**config.mk**
```make
export PLATFORM = sky130hd
export DESIGN_NAME = tdm_demux_2ch
export DESIGN_NICKNAME = d
export VERILOG_FILES = /design/src/rtl/tdm_demux_2ch.sv
export SDC_FILE = /design/constraint.sdc
export NUM_CORES = 1
export LEC_CHECK = 0
export CAP_MARGIN = 15
export CORE_MARGIN = 5
export CORE_UTILIZATION = 45
export CTS_CLUSTER_SIZE = 25
export DETAILED_ROUTE_END_ITERATION = 12
export PLACE_DENSITY = 0.71
export REMOVE_ABC_BUFFERS = 1
export SYNTH_ARGS = -nofsm -noshare
export SYNTH_HDL_FRONTEND = slang
export SYNTH_SLANG_ARGS = --single-unit
```
**constraint.sdc**
```tcl
create_clock -name clk -period 3.1 [get_ports clk]
set_clock_uncertainty 0.2 [all_clocks]
set_input_delay 0.93 -clock clk [delete_from_list [all_inputs] [get_ports clk]]
set_output_delay 0.93 -clock clk [all_outputs]
set_load 0.02 [all_outputs]
```
**src/rtl/tdm_demux_2ch.sv**
```systemverilog
// Receive side of the 2-channel TDM link: deframes the bit-serial stream,
// checks even parity and steers each good payload to its channel register.
module tdm_demux_2ch #(
  parameter int DATA_W = 8,
  parameter int CNT_W  = 8
) (
  input  logic              clk,
  input  logic              rst_n,
  input  logic              en,
  input  logic              sync,
  input  logic              din,
  output logic [DATA_W-1:0] O0,
  output logic [DATA_W-1:0] O1,
  output logic              v0,
  output logic              v1,
  output logic              perr,
  output logic              abrt,
  output logic              busy,
  output logic [CNT_W-1:0]  frm_cnt
);

  localparam int BW = $clog2(DATA_W + 1);

  typedef enum logic [1:0] {
    IDLE = 2'd0,
    DATA = 2'd1,
    PAR  = 2'd2
  } state_t;

  state_t              r_state;
  logic                r_sel;
  logic                r_par;
  logic [DATA_W-1:0]   r_shift;
  logic [BW-1:0]       r_bitCnt;
  logic [DATA_W-1:0]   r_o0;
  logic [DATA_W-1:0]   r_o1;
  logic                r_v0;
  logic                r_v1;
  logic                r_perr;
  logic                r_abrt;
  logic                r_busy;
  logic [CNT_W-1:0]    r_frmCnt;

  // A qualified sync always (re)starts a frame; it only counts as an abort
  // when it cuts into a frame that was already in flight.
  always_ff @(posedge clk) begin
    if (!rst_n) begin
      r_state  <= IDLE;
      r_sel    <= 1'b0;
      r_par    <= 1'b0;
      r_shift  <= '0;
      r_bitCnt <= '0;
      r_o0     <= '0;
      r_o1     <= '0;
      r_v0     <= 1'b0;
      r_v1     <= 1'b0;
      r_perr   <= 1'b0;
      r_abrt   <= 1'b0;
      r_busy   <= 1'b0;
      r_frmCnt <= '0;
    end else begin
      r_v0   <= 1'b0;
      r_v1   <= 1'b0;
      r_perr <= 1'b0;
      r_abrt <= 1'b0;
      if (en) begin
        if (sync) begin
          r_abrt   <= (r_state != IDLE);
          r_sel    <= din;
          r_par    <= din;
          r_shift  <= '0;
          r_bitCnt <= '0;
          r_state  <= DATA;
          r_busy   <= 1'b1;
        end else begin
          case (r_state)
            IDLE: begin
              r_state <= IDLE;
            end
            DATA: begin
              r_shift  <= {r_shift[DATA_W-2:0], din};
              r_par    <= r_par ^ din;
              r_bitCnt <= r_bitCnt + BW'(1);
              if (r_bitCnt == BW'(DATA_W - 1)) begin
                r_state <= PAR;
              end
            end
            PAR: begin
              if (r_par ^ din) begin
                r_perr <= 1'b1;
              end else begin
                if (r_sel) begin
                  r_o1 <= r_shift;
                  r_v1 <= 1'b1;
                end else begin
                  r_o0 <= r_shift;
                  r_v0 <= 1'b1;
                end
                if (r_frmCnt != {CNT_W{1'b1}}) begin
                  r_frmCnt <= r_frmCnt + CNT_W'(1);
                end
              end
              r_state <= IDLE;
              r_busy  <= 1'b0;
            end
            default: begin
              r_state <= IDLE;
              r_busy  <= 1'b0;
            end
          endcase
        end
      end
    end
  end

  assign O0      = r_o0;
  assign O1      = r_o1;
  assign v0      = r_v0;
  assign v1      = r_v1;
  assign perr    = r_perr;
  assign abrt    = r_abrt;
  assign busy    = r_busy;
  assign frm_cnt = r_frmCnt;

endmodule

```
Yosys cells after proc, flatten, opt, wreduce, memory -nomap -nowiden
Index checks and enable logic that the tools add are counted.
- flip-flop bits (word level): 45
- bits in read-only memories: 0
- RAM bits: 0
- memories: 0
- input port bits: 5
- latch bits: 0
- reductions and logical operators: 14
- divide/modulo/power cells: 0
- multiplexer cells: 14
- add/sub/neg operators: 2
- $mul: 0
- eq/ne operators: 6
- order comparisons: 0
- bitwise gates (word level): 7
- shift operators: 0
- operator list (operator ; count):
    $mux W8 ; 2
    $reduce_and A5 Y1 ; 3
    $add A8 B1 Y8 const B ; 1
    $mux W4 ; 2
    $ne A8 B8 Y1 const B ; 1
    $reduce_and A2 Y1 ; 4
    $mux W1 ; 7
    $mux W2 ; 3
    $not A1 Y1 ; 6
    $reduce_or A5 Y1 ; 1
    $add A4 B1 Y4 const B ; 1
    $eq A4 B3 Y1 const B ; 1
    $reduce_bool A2 Y1 ; 2
    $reduce_or A4 Y1 ; 1
    $ne A3 B3 Y1 const B ; 1
    $reduce_and A3 Y1 ; 1
    $eq A2 B1 Y1 const B ; 1
    $eq A2 B2 Y1 const B ; 1
    $logic_not A2 Y1 ; 1
    $ne A2 B1 Y1 const B ; 1
    $reduce_or A2 Y1 ; 1
    $xor A1 B1 Y1 ; 1

Longest topological paths before layout
- depth after elaboration: 4
- mapped depth: 7
- mapped depth without buffers: 5

Worst setup path after synthesis
No wires, ideal clock.
- path kind: input to register
- start point: in sync
- end point: reg r_o0[0] (netlist: O0[0])
- slack: 0.755 ns
- stages: 6
- setup time: 0.128 ns
- arrival time: 2.018 ns
- path through: buf_6 > nand4bb_1 > buf_2 > nor3_4 > mux2i_1 > nor2_1
- word-level cells in the longest chain between the ends: 2
- RTL lines (what ; line ; RTL):
    start: declaration ; 10 ; input logic sync,
    $not A1 Y1 (no line) ; n/a ;
    $reduce_and A5 Y1 (no line) ; n/a ;
    end signal: assignment ; 96 ; r_o0 <= r_shift;
    end: declaration ; 35 ; logic [DATA_W-1:0] r_o0;
No other way between the ends.
A chain may end at the register's enable or synchronous reset.

Worst setup path in the final report
- start point: in sync
- end point: reg r_frmCnt[6] (netlist: frm_cnt[6])
- word-level cells in the longest chain between the ends: 2
- RTL lines (what ; line ; RTL):
    $not A1 Y1 (no line) ; n/a ;
    $reduce_and A5 Y1 (no line) ; n/a ;
    end signal: assignment ; 100 ; r_frmCnt <= r_frmCnt + CNT_W'(1);
    end: declaration ; 42 ; logic [CNT_W-1:0] r_frmCnt;
No other way between the ends.

==> flow_summary.ini <==
[setup_path]
end_kind = flip-flop
start_kind = input port
crit_arrival_ps = 2620
worstPathCellList = clkdlybuf4s50_1 > nand4bb_1 > nor3_1 > nand4_1 > and3_1
critPathMaxStageDelay_ps = 500
path_class = in -> reg
crit_fanout = 6
worstPathBufferInverterCount = 1
cp_slowest_cell = clkdlybuf4s50_1
required_ps = 3100
cp_top_family = simple AND/OR/NAND/NOR gates

[floorplan]
fp-row-count = 23
coreArea_um2 = 3940
die-area_um2 = 5370
num_io_pins = 34
die_h_um = 73.3
initial_core_util_pct = 45.7
die_w_um = 73.3

[final_layout]
seq_area_um2 = 901
drive_above_1_share_pct = 6.72
final_area_um2 = 2290
final_util_pct = 58.1
antenna_cells = 0
syn_to_final_growth_pct = 27.1
finalNetCount = 244
num-fill-cells = 360
multi_input_area_um2 = 841
stdcell_count = 288

[pwr]
switching_share_pct = 23.7
p_comb_share_pct = 5.1
p_int_mw = 0.760
p_leak_nw = 0.824
clkPwrFrac_pct = 35.9
p_seq_share_pct = 59.0
power_mw = 0.997
vdd_drop_max_v = 0.000306
powerDensity_nw_per_um2 = 435
switching_power_mw = 0.237

[timing]
report.final.slew_viol_count = 0
period_share_pct = 84.5
min_period_ps = 2620
post-route-worst-setup-slack_ps = 481
rsz0062_at_grt = false
tns_ps = 0
relSlewSlack_pct = 67.4
worst-slew-pin-transition_ps = 487
holdWs_ps = 257
fmax_mhz = 382
setup_violations = 0
hold_violations = 0

[drt]
wl_per_cell_um = 13.3
routed_via_density = 5.34
drc_errors = 0
drtIter0Drc = 83
wirelength_um = 3840
firstDrtPassIters = 4
postRouteAntennaNets = 0
via_count = 1539

[global_routing]
grt_pass1_wl_um = 6320
grt_pass1_vias = 1302
antenna_found_initial = 0
grt_max_degree = 23
grt.total_usage_pct = 15.3
grt-ovfl-total = 0

[logic_synthesis]
synth.distinct_cells = 36
yosysWarnings = 0
syn-cell-area_um2 = 1800
synthCells = 200
synth-seq-cells = 45
syn_avg_cell_area_um2 = 9.01
seq_area_frac_synth_pct = 50.0

[clock_network]
hold_buffers = 0
cts_resized = 0
post_cts_buffers = 0
clockBufferDepth = 2
cts_made_buffers = 5
clock-root-buffer = clkbuf_8
clock_sink_count = 45
cts_tree = built
clk_latency_ps = 300
h-tree-depth = 2
cts.reportedPaths.clkPinSlew_ps = 80

[placed_design]
place_inst = 280
postPlaceCellArea_um2 = 2200
io_buffers = 33
gp_congestion = 0.784
post-place-ws_ps = 162
dp_hpwl_um = 2710

[outcome]
status = completed

[worst_hold_path]
hp-class = reg -> reg

[flow_run]
maxCapViolCount = 0
## cells in the mapped netlist (all sizes together)
library cell  number  area share, %
or3                1           0.35
and3b              1           0.49
o21ai              6            1.7
a211oi             1           0.42
nand4b             1           0.49
a21oi             16            4.4
nand4bb            1           0.62
dfxtp             45             50
nand3b             1           0.42
mux2i              9            5.0
nor2              26            5.4
ha                 2            1.4
nor4               1           0.35
nor3               5            2.0
nor2b              2           0.69
and4bb             1           0.69
buf                5            1.7
nand3             13            3.6
inv                2           0.42
nand2b             1           0.35
xor2               5            2.4
a21o               1           0.42
or4                1           0.42
clkbuf             6            1.2
nand2             20            4.2
a22oi              9            3.7
o211ai             4            1.7
xnor2              1           0.49
and4               2           0.97
nand4              2           0.69
a211o              1           0.49
and3               8            2.8
## flip-flops by register name, summed over array words and instances (netlist names), 2 cells and up
register / cells
r_shift: 8
r_bitCnt: 4
O1: 8
r_state: 2
O0: 8
frm_cnt: 8
## cells by family (layout without fill, tap and decap cells)
logic type / Yosys count / count (layout) / share of synthesized area (%)
AO/OA/AOI/OAI: 38 / 38 / 12.8
XOR/XNOR: 6 / 6 / 2.92
adder cells (fa/ha/maj): 2 / 2 / 1.39
buffers and inverters: 13 / 51 / 3.33
flip-flops: 45 / 45 / 50.0
multiplexers: 9 / 9 / 5.00
AND/OR/NAND/NOR: 87 / 87 / 24.5
## worst paths after layout
path / cells after the start / start / slack, ps / to
worst max-delay path: 5 / sync / 480 / frm_cnt[6]
worst min-delay path: 2 / busy / 260 / busy
worst max register to register: 4 / r_state[1] / 1260 / frm_cnt[6]
worst min register to register: 2 / busy / 260 / busy
## power by group through the flow
| stage | Sequential [mW] | Combinational (mW) | Clock [mW] |
|---|---|---|---|
| floorplan | 0.601 | 0.0240 | 0 |
| global placement | 0.601 | 0.0505 | 0 |
| detailed placement | 0.601 | 0.0511 | 0 |
| CTS | 0.588 | 0.0511 | 0.368 |
| global route | 0.589 | 0.0559 | 0.393 |
| finish | 0.588 | 0.0513 | 0.358 |
## cells in the final DEF (no fill, tap or decap), drive strengths merged, types with 2 or more instances in the layout
cell and instances:
nand4 2, ha 2, nor2b 2, mux2i 9, clkbuf 6, a21oi 16, and3 8, o211ai 4
buf 8, clkinvlp 2, inv 2, nand3 13, xor2 5, nor3 5, nand2 20, a22oi 9
dfxtp 45, o21ai 6, and4 2, nor2 26, clkdlybuf4s50 33
## metal layers
layer	vias up	track usage, %	wire length [um]	share of wire (%)
met2	38	21.4	1730	45
met5	-	0	0	0
met1	714	21.3	1800	47
met3	7	3.97	213	5.6
li1	780	-	-	-
met4	0	8.40	90	2.3
## cell type report
type                    count  share of cell area, %
clock buffers               6                   3.17
repair buffers             41                   17.0
flip-flops and latches     45                   39.3
clock inverters             2                  0.656
multi-input cells         142                   36.7
inverters                   2                  0.328
well taps                  50                   2.73
## tightest hold or removal path: stages (launching register included)
cell	delay, ps
dfxtp_1	310
nand2_1	50
a21oi_1	50
Power figures use the tool's default switching activity.
